File: config.mk
export PLATFORM = sky130hd
export DESIGN_NAME = chunked_add_sub
export DESIGN_NICKNAME = d
export VERILOG_FILES = /design/src/rtl/chunked_add_sub.sv
export SDC_FILE = /design/constraint.sdc
export NUM_CORES = 1
export LEC_CHECK = 0
export CAP_MARGIN = 10
export CORE_ASPECT_RATIO = 0.8
export CORE_MARGIN = 5
export CORE_UTILIZATION = 47
export CTS_CLUSTER_SIZE = 40
export DETAILED_ROUTE_END_ITERATION = 10
export PLACE_DENSITY_LB_ADDON = 0.2
export RECOVER_POWER = 50
export SLEW_MARGIN = 20
export SYNTH_ARGS = -nofsm -noshare
export SYNTH_HDL_FRONTEND = slang
export SYNTH_SLANG_ARGS = --single-unit
File: constraint.sdc
create_clock -name clk -period 2.08 [get_ports clk]
set_input_delay 0.416 -clock clk [delete_from_list [all_inputs] [get_ports clk]]
set_output_delay 0.416 -clock clk [all_outputs]
set_load 0.1 [all_outputs]
File: src/rtl/chunked_add_sub.sv
// rtl/chunked_add_sub.sv - multi-cycle chunked adder/subtractor with start/busy/done handshake
//
// Adds or subtracts two WIDTH-bit operands CHUNK bits per clock, carrying
// between chunks through a register so no full-width carry chain exists.
//
// Ports:
//   clk    - clock, rising edge
//   rst    - asynchronous active-high reset
//   start  - request an operation (sampled only while idle)
//   sub    - 0: a+b, 1: a-b (captured with start)
//   a, b   - operands (captured with start)
//   busy   - operation in progress
//   done   - one-cycle pulse when q/c_out/ovf become valid
//   q      - result, held until the next completion
//   c_out  - carry out of the MSB (for subtract: 1 = no borrow)
//   ovf    - two's-complement signed overflow
module chunked_add_sub #(
  parameter int WIDTH = 16,
  parameter int CHUNK = 4
) (
  input  logic             clk,
  input  logic             rst,
  input  logic             start,
  input  logic             sub,
  input  logic [WIDTH-1:0] a,
  input  logic [WIDTH-1:0] b,
  output logic             busy,
  output logic             done,
  output logic [WIDTH-1:0] q,
  output logic             c_out,
  output logic             ovf
);

  localparam int N  = WIDTH / CHUNK;
  localparam int CW = (N > 1) ? $clog2(N) : 1;

  typedef enum logic {
    IDLE = 1'b0,
    RUN  = 1'b1
  } state_t;

  state_t           state_q, state_d;
  logic [WIDTH-1:0] sa_q, sa_d;
  logic [WIDTH-1:0] sb_q, sb_d;
  logic [WIDTH-1:0] ra_q, ra_d;
  logic [WIDTH-1:0] q_q, q_d;
  logic [CW-1:0]    cnt_q, cnt_d;
  logic             cr_q, cr_d;
  logic             done_q, done_d;
  logic             c_out_q, c_out_d;
  logic             ovf_q, ovf_d;

  logic [CHUNK-1:0] s;
  logic             cy;
  logic             msb_cin;
  logic             last;
  logic [WIDTH-1:0] ra_next;

  // Chunk datapath: low CHUNK bits of the shift registers plus carry register.
  always_comb begin
    {cy, s} = {1'b0, sa_q[CHUNK-1:0]} + {1'b0, sb_q[CHUNK-1:0]} + {{CHUNK{1'b0}}, cr_q};
    // Carry into the top bit of this chunk, recovered from its sum bit; only
    // meaningful on the final chunk, where that bit is the operand MSB.
    msb_cin = s[CHUNK-1] ^ sa_q[CHUNK-1] ^ sb_q[CHUNK-1];
    last    = (cnt_q == CW'(N - 1));
    // New sum chunk enters at the top; after N chunks the first one has
    // reached bit 0.
    ra_next = (ra_q >> CHUNK) | (WIDTH'(s) << (WIDTH - CHUNK));
  end

  always_comb begin
    state_d = state_q;
    sa_d    = sa_q;
    sb_d    = sb_q;
    ra_d    = ra_q;
    q_d     = q_q;
    cnt_d   = cnt_q;
    cr_d    = cr_q;
    done_d  = 1'b0;
    c_out_d = c_out_q;
    ovf_d   = ovf_q;
    case (state_q)
      IDLE: begin
        if (start) begin
          // Subtraction as a + ~b + 1: invert b here, inject the +1 as carry-in.
          sa_d    = a;
          sb_d    = b ^ {WIDTH{sub}};
          cr_d    = sub;
          ra_d    = '0;
          cnt_d   = '0;
          state_d = RUN;
        end
      end
      RUN: begin
        sa_d  = sa_q >> CHUNK;
        sb_d  = sb_q >> CHUNK;
        ra_d  = ra_next;
        cr_d  = cy;
        cnt_d = cnt_q + CW'(1);
        if (last) begin
          q_d     = ra_next;
          c_out_d = cy;
          ovf_d   = msb_cin ^ cy;
          done_d  = 1'b1;
          cnt_d   = '0;
          state_d = IDLE;
        end
      end
      default: state_d = IDLE;
    endcase
  end

  always_ff @(posedge clk or posedge rst) begin
    if (rst) begin
      state_q <= IDLE;
      sa_q    <= '0;
      sb_q    <= '0;
      ra_q    <= '0;
      q_q     <= '0;
      cnt_q   <= '0;
      cr_q    <= 1'b0;
      done_q  <= 1'b0;
      c_out_q <= 1'b0;
      ovf_q   <= 1'b0;
    end else begin
      state_q <= state_d;
      sa_q    <= sa_d;
      sb_q    <= sb_d;
      ra_q    <= ra_d;
      q_q     <= q_d;
      cnt_q   <= cnt_d;
      cr_q    <= cr_d;
      done_q  <= done_d;
      c_out_q <= c_out_d;
      ovf_q   <= ovf_d;
    end
  end

  assign busy  = (state_q == RUN);
  assign done  = done_q;
  assign q     = q_q;
  assign c_out = c_out_q;
  assign ovf   = ovf_q;

endmodule

After elaboration in Yosys (flattened, before gate mapping) --
Cells that the tools add are included.
Storage, ports and cells: register bits 71, input bits 36, word-level logic and storage cells 38
Operators by class: add/subtract/negate cells 3, equal/unequal tests 2, multiplexer cells 16, bitwise logic cells 6, reductions and logical operators 1
Operators with widths (count):
- 16-bit one-hot mux with 2 select lines | 3
- 16-bit 2-to-1 mux | 3
- 12-bit by 16-bit bitwise OR with 16-bit output | 1
- 16-bit bitwise XOR | 1
- 4-bit by 4-bit adder with 5-bit output | 1
- 5-bit by 1-bit adder with 5-bit output | 1
- 1-bit 2-to-1 mux | 5
- 2-bit 2-to-1 mux | 2
- 1-bit one-hot mux with 2 select lines | 2
- 2-bit one-hot mux with 2 select lines | 1
- 1-bit bitwise XOR | 3
- 2-bit by 1-bit adder with 2-bit output (second input constant) | 1
- 2-bit equality test (second input constant) | 1
- 2-bit inequality test (second input constant) | 1
- 2-bit AND reduction | 1
- 1-bit inverter | 1

Logic depth before layout (Yosys ltp) --
depth in word-level cells 5, mapped depth 8, gate-level depth less buffers 8

Least setup slack after synthesis --
No wires, ideal clock.
path type reg2reg, start register state_q (netlist: busy), end register q_q[11] (netlist: q[11]), data arrival time 1.740 ns, required time 1.952 ns, slack 0.211 ns, cell stages (with the launch flop) 5, buffers on the path 2, path through dfrtp_1 buf_4 nand2_1 buf_4 mux2_1
On the way: word-level cells in the longest chain between the ends 1
RTL lines:
- start: declaration | line 42 | state_t state_q, state_d;
- start signal: assignment | line 126 | state_q <= state_d;
- 2-bit AND reduction (no source line)
- end signal: assignment | line 130 | q_q <= q_d;
- end: declaration | line 46 | logic [WIDTH-1:0] q_q, q_d;
No other way between the ends. A chain may end at the register's enable or synchronous reset.

Final worst setup path --
start register sa_q[0], end register ovf_q (netlist: ovf)
On the way: word-level cells in the longest chain between the ends 5
RTL lines:
- start: declaration | line 43 | logic [WIDTH-1:0] sa_q, sa_d;
- start signal: assignment | line 116 | sa_q <= '0;
- start signal: assignment | line 127 | sa_q <= sa_d;
- 4-bit by 4-bit adder with 5-bit output (*) | line 61 | {cy, s} = {1'b0, sa_q[CHUNK-1:0]} + {1'b0, sb_q[CHUNK-1:0]} + {{CHUNK{1'b0}}, cr_q};
- 5-bit by 1-bit adder with 5-bit output (*) | line 61
- 1-bit bitwise XOR (2 in a row) | line 64 | msb_cin = s[CHUNK-1] ^ sa_q[CHUNK-1] ^ sb_q[CHUNK-1];
- 1-bit bitwise XOR (*) | line 103 | ovf_d = msb_cin ^ cy;
- end signal: assignment | line 135 | ovf_q <= ovf_d;
- end: declaration | line 51 | logic ovf_q, ovf_d;
Mark *: on every way between the ends. The rest lies on a longest branch, timed or not.

==> flow_summary.toml <==
[sta]
drv_slew = 0
max_slew_margin_pct = 37.4
setup_viol = 0
fin_crit_ns = 1.90
worst_pin_slew_ns = 0.934
fin_setup_tns_ns = 0
fin_crit_sh_pct = 91.1
rsz0062_at_grt = "false"
hold_viol_final = 0
fin_skew_ns = 0.00682
max_freq_ghz = 0.528

[critical_path]
crit_path_end = "ovf"
startpoint = "sa_q[0]"
r2r-start = "sa_q[0]"
end_kind = "flip-flop"
start_kind = "flip-flop"
rr_worst_depth = 8
r2r-end = "ovf"
cp_data_required_time_ns = 2.30
path_class = "reg2reg"
worstPathMaxFanout = 3
rrSetupSlack_ns = 0.18
cp.arrival_ns = 2.12

[global_routing]
grt_use_met2_pct = 23.0
track_usage_pct = 15.5
grt_pass1_wl_um = 9670
groute.layer.met1.usage_pct = 20.3
use_met3_pct = 5.88
grt-busiest-layer = "met2"
grt_max_degree = 47
antenna_found_initial = 0
grt_pass1_vias = 2017
overflow = 0

[final_layout]
fin_cells = 436
antennaDiodeCount = 0
final_cell_mix = "67 x dfrtp_1, 51 x nand2_1, 38 x o21ai_0, 33 x clkdlybuf4s50_1, 26 x buf_4"
fill_cells = 551
syn2layout_area_growth_pct = 26.7
drive_gt1_share_pct = 18.8
final_common_cell = "dfrtp_1"
stdcell_area_mm2 = 0.00389
nNetsFinal = 389

[power]
switching_share_pct = 44.5
ir_worst_vdd_v = 0.000732
seqPwrFrac_pct = 33.7
comb_power_share_pct = 45.5
p_int_mw = 3.52
power_leakage_nw = 1.79
power_density_mw_per_mm2 = 1630
clock_power_share_pct = 20.8
power_switching_mw = 2.82

[clock_network]
clk-insertion-delay-late_ns = 0.34
clock_path_buffers = 2
ctsHoldBuffers = 0
postCtsSetupRepairBufs = 0
htree_levels = 3
cts.clk_slew.worst_paths_ns = 0.07
tritoncts_num_sinks = 67
cts_tree = "built"
cts-resized-gates = 0
cts-root-buf = "clkbuf_8"
cts_buffers = 9

[worst_hold_path]
min_path_type = "reg2reg"

[die]
start_util_pct = 48.1
core_mm2 = 0.00638
io_pins = 56
die_h_um = 82.3
die_x_um = 100
dieArea_mm2 = 0.00826
core.rowCount = 26

[routing]
drc = 0
num_vias = 2148
postRouteAntennaNets = 0
avgRoutedWirePerCell_um = 13.4
first_iter_violations = 124
drtPass1Iterations = 4
via_per_inst = 4.93
drt-total-wl_um = 5830

[status]
status = "finished clean"

[placed_design]
hpwl_um = 4230
placed_area_mm2 = 0.00367
port_buffers = 55
placed_cells = 420
place_congestion = 0.806

[yosys]
yosys_warnings = 0
yosys.cell_types.count = 29
syn_inst = 290
synth_nets = 332
netlist_area_mm2 = 0.00307
ys_seq_area_share_pct = 54.6
avgSynthCellArea_um2 = 10.6
synth_seq_cells = 67

[run]
max_cap_violations = 0
[per-layer routing]
layer	share of wire, %	vias up
met4	1.6	0
met2	47	47
met3	5.9	10
met5	0	-
li1	-	1089
met1	46	1002
[cells by family after synthesis]
kind of cell | Yosys count | share of synthesized area [%]
AND/OR/NAND/NOR | 76 | 9.46
flip-flops | 67 | 54.6
AO/OA/AOI/OAI | 63 | 11.5
multiplexers | 31 | 10.7
buffers and inverters | 26 | 4.57
XOR/XNOR | 21 | 6.24
adder cells (fa/ha/maj) | 6 | 2.94
[area by class of cell]
class,instances,area (um2),area share [%]
multi-input combinational,197,1250,32.2
inverter,7,27.5,0.708
clock inverter,6,113,2.90
tap,84,105,2.70
sequential,67,1680,43.1
timing repair buffer,65,576,14.8
clock buffer,10,138,3.54
[state kept, by name (all words and copies together) (netlist names)]
signal	flops
q	16
sa_q	16
sb_q	16
ra_q	12
cnt_q	2
busy	1
c_out	1
cr_q	1
done	1
ovf	1
[stage by stage]
stage | utilization, % | power, mW | hold WS [ns] | setup WS, ns
after floorplan | - | 4.38 | 0.449 | 0.211
after global placement | 57.6 | 5.02 | 0.462 | 0.255
after detailed placement | 57.6 | 5.09 | 0.469 | 0.199
after CTS | 61.5 | 6.43 | 0.454 | 0.175
after global routing | 61.0 | 6.72 | 0.510 | 0.0145
final | 61.0 | 6.34 | 0.485 | 0.185
[cells in the mapped netlist]
cell type	n	area share, %
dfrtp_1	67	55
nand2_1	51	6.2
o21ai_0	38	6.2
nor2_1	23	2.8
xnor2_1	18	5.1
mux2i_1	17	5.5
a21oi_1	13	2.1
mux2_2	13	4.8
clkbuf_1	8	0.98
inv_1	6	0.73
a211oi_1	5	1.2
buf_2	4	0.65
buf_4	4	0.98
ha_1	4	1.6
buf_6	3	1.1
fa_1	2	1.3
xor2_1	2	0.57
a21o_1	1	0.24
a21oi_2	1	0.29
a22o_1	1	0.29
a31o_2	1	0.29
inv_2	1	0.12
mux2_1	1	0.37
nand2b_1	1	0.20
nor2b_1	1	0.20
o21ai_1	1	0.16
o22ai_1	1	0.20
o2bb2ai_2	1	0.49
xnor2_2	1	0.53
[worst max-delay path, stage by stage (launching register included)]
cell and delay [ns]:
dfrtp_1 0.41, fa_1 0.45, inv_1 0.09, fa_1 0.20
nand2b_1 0.13, o2bb2ai_2 0.16, xnor2_2 0.15, xnor2_1 0.13
o21ai_1 0.07
[power by group through the flow]
stage | Sequential (mW) | Combinational (mW) | Clock (mW)
floorplan | 3.26 | 1.12 | 0
detailed placement | 2.16 | 2.93 | 0
global placement | 2.14 | 2.88 | 0
CTS | 2.14 | 2.93 | 1.36
global route | 2.20 | 3.11 | 1.41
finish | 2.14 | 2.89 | 1.32
[worst min-delay path by stage]
stage / from / end / slack [ns] / depth (start not counted)
2_1_floorplan: sa_q[4] / sa_q[0] / 0.45 / 2
3_3_place_gp: sa_q[7] / sa_q[3] / 0.46 / 2
3_5_place_dp: sa_q[10] / sa_q[6] / 0.47 / 2
4_1_cts: rst / q[7] / 0.45 / 2
5_1_grt: sb_q[6] / sb_q[2] / 0.51 / 2
6_report: sb_q[8] / sb_q[4] / 0.49 / 2
Note: power is estimated with default switching activity, not from simulation.
==> variant 1, RTL diff (same settings) <==
Add an input register stage for `start`, `sub`, `a` and `b`, without a reset; this delays them by one clock. Comments in the files are not updated.
--- a/src/rtl/chunked_add_sub.sv
+++ b/src/rtl/chunked_add_sub.sv
@@ -38,6 +38,18 @@
     IDLE = 1'b0,
     RUN  = 1'b1
   } state_t;
+
+  logic start_q;
+  logic sub_q;
+  logic [WIDTH-1:0] a_q;
+  logic [WIDTH-1:0] b_q;
+
+  always_ff @(posedge clk) begin
+    start_q <= start;
+    sub_q   <= sub;
+    a_q     <= a;
+    b_q     <= b;
+  end
 
   state_t           state_q, state_d;
   logic [WIDTH-1:0] sa_q, sa_d;
@@ -81,11 +93,11 @@
     ovf_d   = ovf_q;
     case (state_q)
       IDLE: begin
-        if (start) begin
+        if (start_q) begin
           // Subtraction as a + ~b + 1: invert b here, inject the +1 as carry-in.
-          sa_d    = a;
-          sb_d    = b ^ {WIDTH{sub}};
-          cr_d    = sub;
+          sa_d    = a_q;
+          sb_d    = b_q ^ {WIDTH{sub_q}};
+          cr_d    = sub_q;
           ra_d    = '0;
           cnt_d   = '0;
           state_d = RUN;
Formal check against the unedited RTL: not equivalent (Yosys sat finds a counterexample within 4 cycles, from zero or initial values and one cycle with rst high).
==> variant 1 against the original RTL <==
Synthesized area rose by 23%. Design area rose by 20%. Final cell count rose by 13%. Routed wire length rose by 5.2%. Power rose by 11%. Setup slack got worse by 22 ps. Clock skew rose by 4.9 ps. Hold slack improved by 0.88 ps. Sequential cell count rose by 34. Critical path type unchanged. Highest routed layer unchanged.
==> variant 1: results (changes against the original RTL) <==
- The flow ran to the end, and the final reports show no timing, DRC or antenna violations.
- The switching part of the total came to 41.7% (-2.8 points).
- The worst vdd rail ir drop is 1030 uV (+41%).
- The weighted congestion reported at the end of routability-driven placement is 0.776 (-3.7%).
- The critical path is of the reg -> reg type.
- The wire length after detailed routing is 6130 um (+5.2%).
- The all-layer global routing usage is 13.8% (-1.6 points).
- The distinct cell type count after synthesis came to 27 (-6.9%).
- The number of standard cells after synthesis came to 323 (+11%).
- The headroom to the max-slew limit was 45.0% (+7.6 points).
- The number of cells on the worst reg-to-reg path is 8 (unchanged).
- The number of global-route vias before repair is 2382 (+18%).
- The average wire per cell in the routed design is 12.5 um (-6.7%).
- The final net count is 421 (+8.2%).
- The adder and majority cell fraction of the synthesized area came to 2.38% (-0.56 points).
- The number of nets in the synthesized netlist came to 365 (+9.9%).
- Compared with the post-synthesis result, the final layout area differs by 23.0%.
- The fmax is 522 MHz (-1.1%).
- The first-pass GRT wire length was 10900 um (+13%).
- The total instance count after detailed placement is 476 (+13%).
- The DRC violation total after the first TritonRoute iteration is 67 (-46%).
- The combinational group share of total power was 40.6% (-4.9 points).
- The maximum number of pins on one net before global-route repair is 76 (+62%).
- The pre-CTS setup slack is 194 ps (-4.80 ps).
- The flop-to-flop setup slack came to 160 ps (-20 ps).
- The clock latency at the later pin of the worst-skew pair is 360 ps (+20 ps).
- The sequential cell area fraction in the yosys report is 62.3% (+7.6 points).
- The arrival time of the worst setup path is 2170 ps (+50 ps).
- The clock tree skew after final layout is 11.7 ps (+4.89 ps).
- The share of synthesized flip-flops with an asynchronous set or reset is 66.3% (-34 points).
- The final HPWL from detailed placement came to 4200 um (-0.71%).
- The standby leakage power is 2.13 nW (+19%).
- The source of the critical timing path is sa_q[0].
- The fill cell total of the finished layout was 693 (+26%).
- The CTS clock-pin slew for the worst setup and hold paths is 90 ps (+20 ps).
- Ranked by instance count, the synthesized netlist is headed by sky130_fd_sc_hd__dfrtp_1 (67), sky130_fd_sc_hd__nand2_1 (41), sky130_fd_sc_hd__o21ai_0 (37), sky130_fd_sc_hd__dfxtp_1 (34), sky130_fd_sc_hd__nor2_1 (22).
- By area the synthesized netlist is led by sky130_fd_sc_hd__dfrtp_1 (44%), sky130_fd_sc_hd__dfxtp_1 (18%), sky130_fd_sc_hd__mux2i_1 (5.0%), sky130_fd_sc_hd__o21ai_0 (4.9%), sky130_fd_sc_hd__mux2_2 (4.5%).
- The proportion of layout cells with a drive suffix above 1 is 16.4% (-2.3 points).
- The synthesized-area fraction occupied by xor and xnor cells was 5.06% (-1.2 points).
- The register share of total power is 40.2% (+6.5 points).
- The compound-gate portion of the synthesized area is 8.79% (-2.7 points).
- The mux cell area share after synthesis came to 9.48% (-1.2 points).
[variant 1: per-layer routing]
metal	vias up	part of all wire, %	global-route usage (%)
met5	-	0	0
met4	0	1.5	5.54
met3	8	3.9	3.72
met2	46	47	21.5
met1	1113	47	18.3
li1	1179	-	-
[variant 1: how the worst min path moves through the flow]
stage / slack, ps / to / from / cells past startpoint
6_report: 490 / sa_q[5] / sa_q[9] / 2
5_1_grt: 520 / q[6] / q[6] / 1
4_1_cts: 410 / cnt_q[0] / rst / 2
3_5_place_dp: 470 / sa_q[13] / a_q[13] / 2
3_3_place_gp: 460 / sa_q[12] / a_q[12] / 2
2_1_floorplan: 440 / a_q[0] / a[0] / 0
[variant 1: cell type report]
type / count / share of cell area [%]
flip-flops and latches: 101 / 50.7
multi-input cells: 197 / 27.7
repair buffers: 64 / 13.1
clock buffers: 13 / 4.57
well taps: 108 / 2.90
clock inverters: 3 / 0.537
inverters: 6 / 0.511
==> variant 2, RTL diff (same settings) <==
Made on the original files. `WIDTH`: 16 -> 32.
--- a/src/rtl/chunked_add_sub.sv
+++ b/src/rtl/chunked_add_sub.sv
@@ -15,7 +15,7 @@
 //   c_out  - carry out of the MSB (for subtract: 1 = no borrow)
 //   ovf    - two's-complement signed overflow
 module chunked_add_sub #(
-  parameter int WIDTH = 16,
+  parameter int WIDTH = 32,
   parameter int CHUNK = 4
 ) (
   input  logic             clk,
Interface: changed (resized a, b and q); port bits go from 56 to 104. The function was not compared with the original's and may differ.
==> variant 2 against the original RTL <==
Setup slack got worse by 28 ps. Power increased by 100%. Sequential cell count increased by 65. Combinational power increased by 84%. Design area increased by 99%. Synthesized area increased by 96%. Routed wire length increased by 110%. Synthesized cell count increased by 96%. Critical path type unchanged. Critical endpoint unchanged. Highest routed layer unchanged.
==> variant 2: results (changes against the original RTL) <==
- The weighted congestion reported at the end of routability-driven placement is 0.740 (-8.2%).
- The average wire per cell in the routed design came to 14.4 um (+7.9%).
- The worst vdd rail ir drop came to 1270 uV (+74%).
- Clock-pin slew was measured on the worst setup and hold paths at 60 ps.
- The top fanout value on the critical path came to 3 (unchanged).
- The most critical setup path has its endpoint at ovf.
- The number of buffers created by CTS is 17 (+8).
- The number of inserted diodes was 0 (unchanged).
- The number of H-tree levels is 4 (+1).
- The number of antenna violations at the first check in global routing is 0 (unchanged).
- The maximum number of pins on one net before global-route repair is 84 (+79%).
- The share of synthesized flip-flops with an asynchronous set or reset is 100% (unchanged).
- The port buffer count came to 103 (+87%).
- The final HPWL from detailed placement came to 8000 um (+89%).
- The run finished with clean final reports.
- The slew of the pin with the lowest slew margin came to 1070 ps (+136 ps).
- The final global-route overflow total is 0 (unchanged).
- The proportion of layout cells with a drive suffix above 1 came to 16.5% (-2.2 points).
- The number of resized instances in the post-cts repair step came to 0 (unchanged).
- Sorting the synthesized cells by how often they occur yields sky130_fd_sc_hd__dfrtp_1 (132), sky130_fd_sc_hd__nand2_1 (114), sky130_fd_sc_hd__o21ai_0 (67), sky130_fd_sc_hd__o21ai_1 (47), sky130_fd_sc_hd__mux2i_1 (35).
- The fill cell total of the finished layout is 1075 (+95%).
- The cell internal power dissipation is 7.47 mW (+110%).
- The clock tree skew after final layout was 9.10 ps (+2.28 ps).
- The standby leakage power was 3.54 nW (+98%).
- The first-pass GRT wire length is 20700 um (+110%).
- The worst min-delay path category is in -> reg.
- The total of warnings raised by yosys was 0 (unchanged).
- The all-layer global routing usage came to 17.1% (+1.6 points).
- By area the synthesized netlist is led by sky130_fd_sc_hd__dfrtp_1 (55%), sky130_fd_sc_hd__nand2_1 (7.1%), sky130_fd_sc_hd__mux2i_1 (5.8%), sky130_fd_sc_hd__o21ai_0 (5.6%), sky130_fd_sc_hd__mux2_2 (5.2%).
- The DRC violation total after the first TritonRoute iteration is 264 (+110%).
- The number of nets in the synthesized netlist came to 644 (+94%).
- In this run the worst setup path begins at sa_q[0].
- The distinct cell type count after synthesis is 29 (unchanged).
- The tree is rooted in a sky130_fd_sc_hd__clkbuf_16.
- The number of buffers added for setup after CTS was 0 (unchanged).
- The overall via count from detail_route is 4154 (+93%).
- The sequential cell area fraction in the yosys report is 54.9% (+0.22 points).
- The clock latency at the later pin of the worst-skew pair is 410 ps (+70 ps).
- The worst-case clock buffer depth is 2 (unchanged).
- The arrival time of the worst setup path is 2210 ps (+90 ps).
- The number of cells on the worst reg-to-reg path is 8 (unchanged).
- The final net count is 733 (+88%).
- The flop-to-flop setup slack was 160 ps (-30 ps).
- The most used flip-flop cell after synthesis is sky130_fd_sc_hd__dfrtp_1.
- The length of the first detailed-routing pass in iterations came to 4 (unchanged).
variant 2: cells by family (layout without fill, tap and decap cells):
kind of cell    after synthesis  in the layout  synth area share (%)
flops                       132            132                  54.9
simple gates                157            157                  11.1
buf+inv                      46            148                  4.22
mux                          65             65                  11.5
fa+ha+maj                     7              7                  1.70
xor+xnor                     37             37                  5.63
compound gates              125            125                  11.0
variant 2: layout make-up:
type	count	area, um2	share of cell area (%)
Sequential cell	132	3300	42.7
Multi-Input combinational cell	391	2460	31.8
Timing Repair Buffer	111	1090	14.1
Clock buffer	22	464	6.00
Tap cell	175	219	2.83
Clock inverter	10	178	2.29
Inverter	5	20.0	0.259
variant 2: worst min path at each step:
stage,start,to,slack (ps),depth (start not counted)
floorplan,sa_q[26],sa_q[22],450,2
global placement,sb_q[31],sb_q[27],460,2
detailed placement,sb_q[23],sb_q[19],470,2
finish,start,ra_q[21],460,2
CTS,start,ra_q[10],440,2
global route,start,ra_q[14],460,2
variant 2: critical path, cell delays in order, from the launching register on:
cell and delay (ps):
sky130_fd_sc_hd__dfrtp_1 400, sky130_fd_sc_hd__fa_1 470, sky130_fd_sc_hd__inv_1 90, sky130_fd_sc_hd__fa_1 190, sky130_fd_sc_hd__nand2b_1 140, sky130_fd_sc_hd__o2bb2ai_2 160
sky130_fd_sc_hd__xnor2_2 150, sky130_fd_sc_hd__xnor2_1 130, sky130_fd_sc_hd__o21ai_1 70
variant 2: metrics by stage:
step                std cells  area, um2  hold WS, ps  setup WS (ps)
detailed placement        814       7120          469            153
CTS                       846       7760          444            154
floorplan                 569       6030          449           26.8
finish                    846       7740          458            157
global route              846       7740          461           66.6
global placement          814       7120          464            257
variant 2: routing by layer:
layer / global-route usage, % / vias up / routed length (um)
met4: 5.64 / 0 / 112
met2: 24.2 / 75 / 5460
met3: 5.67 / 9 / 676
met1: 24.6 / 1995 / 5950
met5: 0 / - / 0
li1: - / 2075 / -
variant 2: power by group through the flow:
stage	clock network [mW]	registers, mW	logic, mW
2_1_floorplan	0	6.12	2.24
3_3_place_gp	0	4.26	5.27
3_5_place_dp	0	4.30	5.36
4_1_cts	3.28	4.27	5.40
5_1_grt	3.41	4.39	5.72
6_report	3.21	4.25	5.32
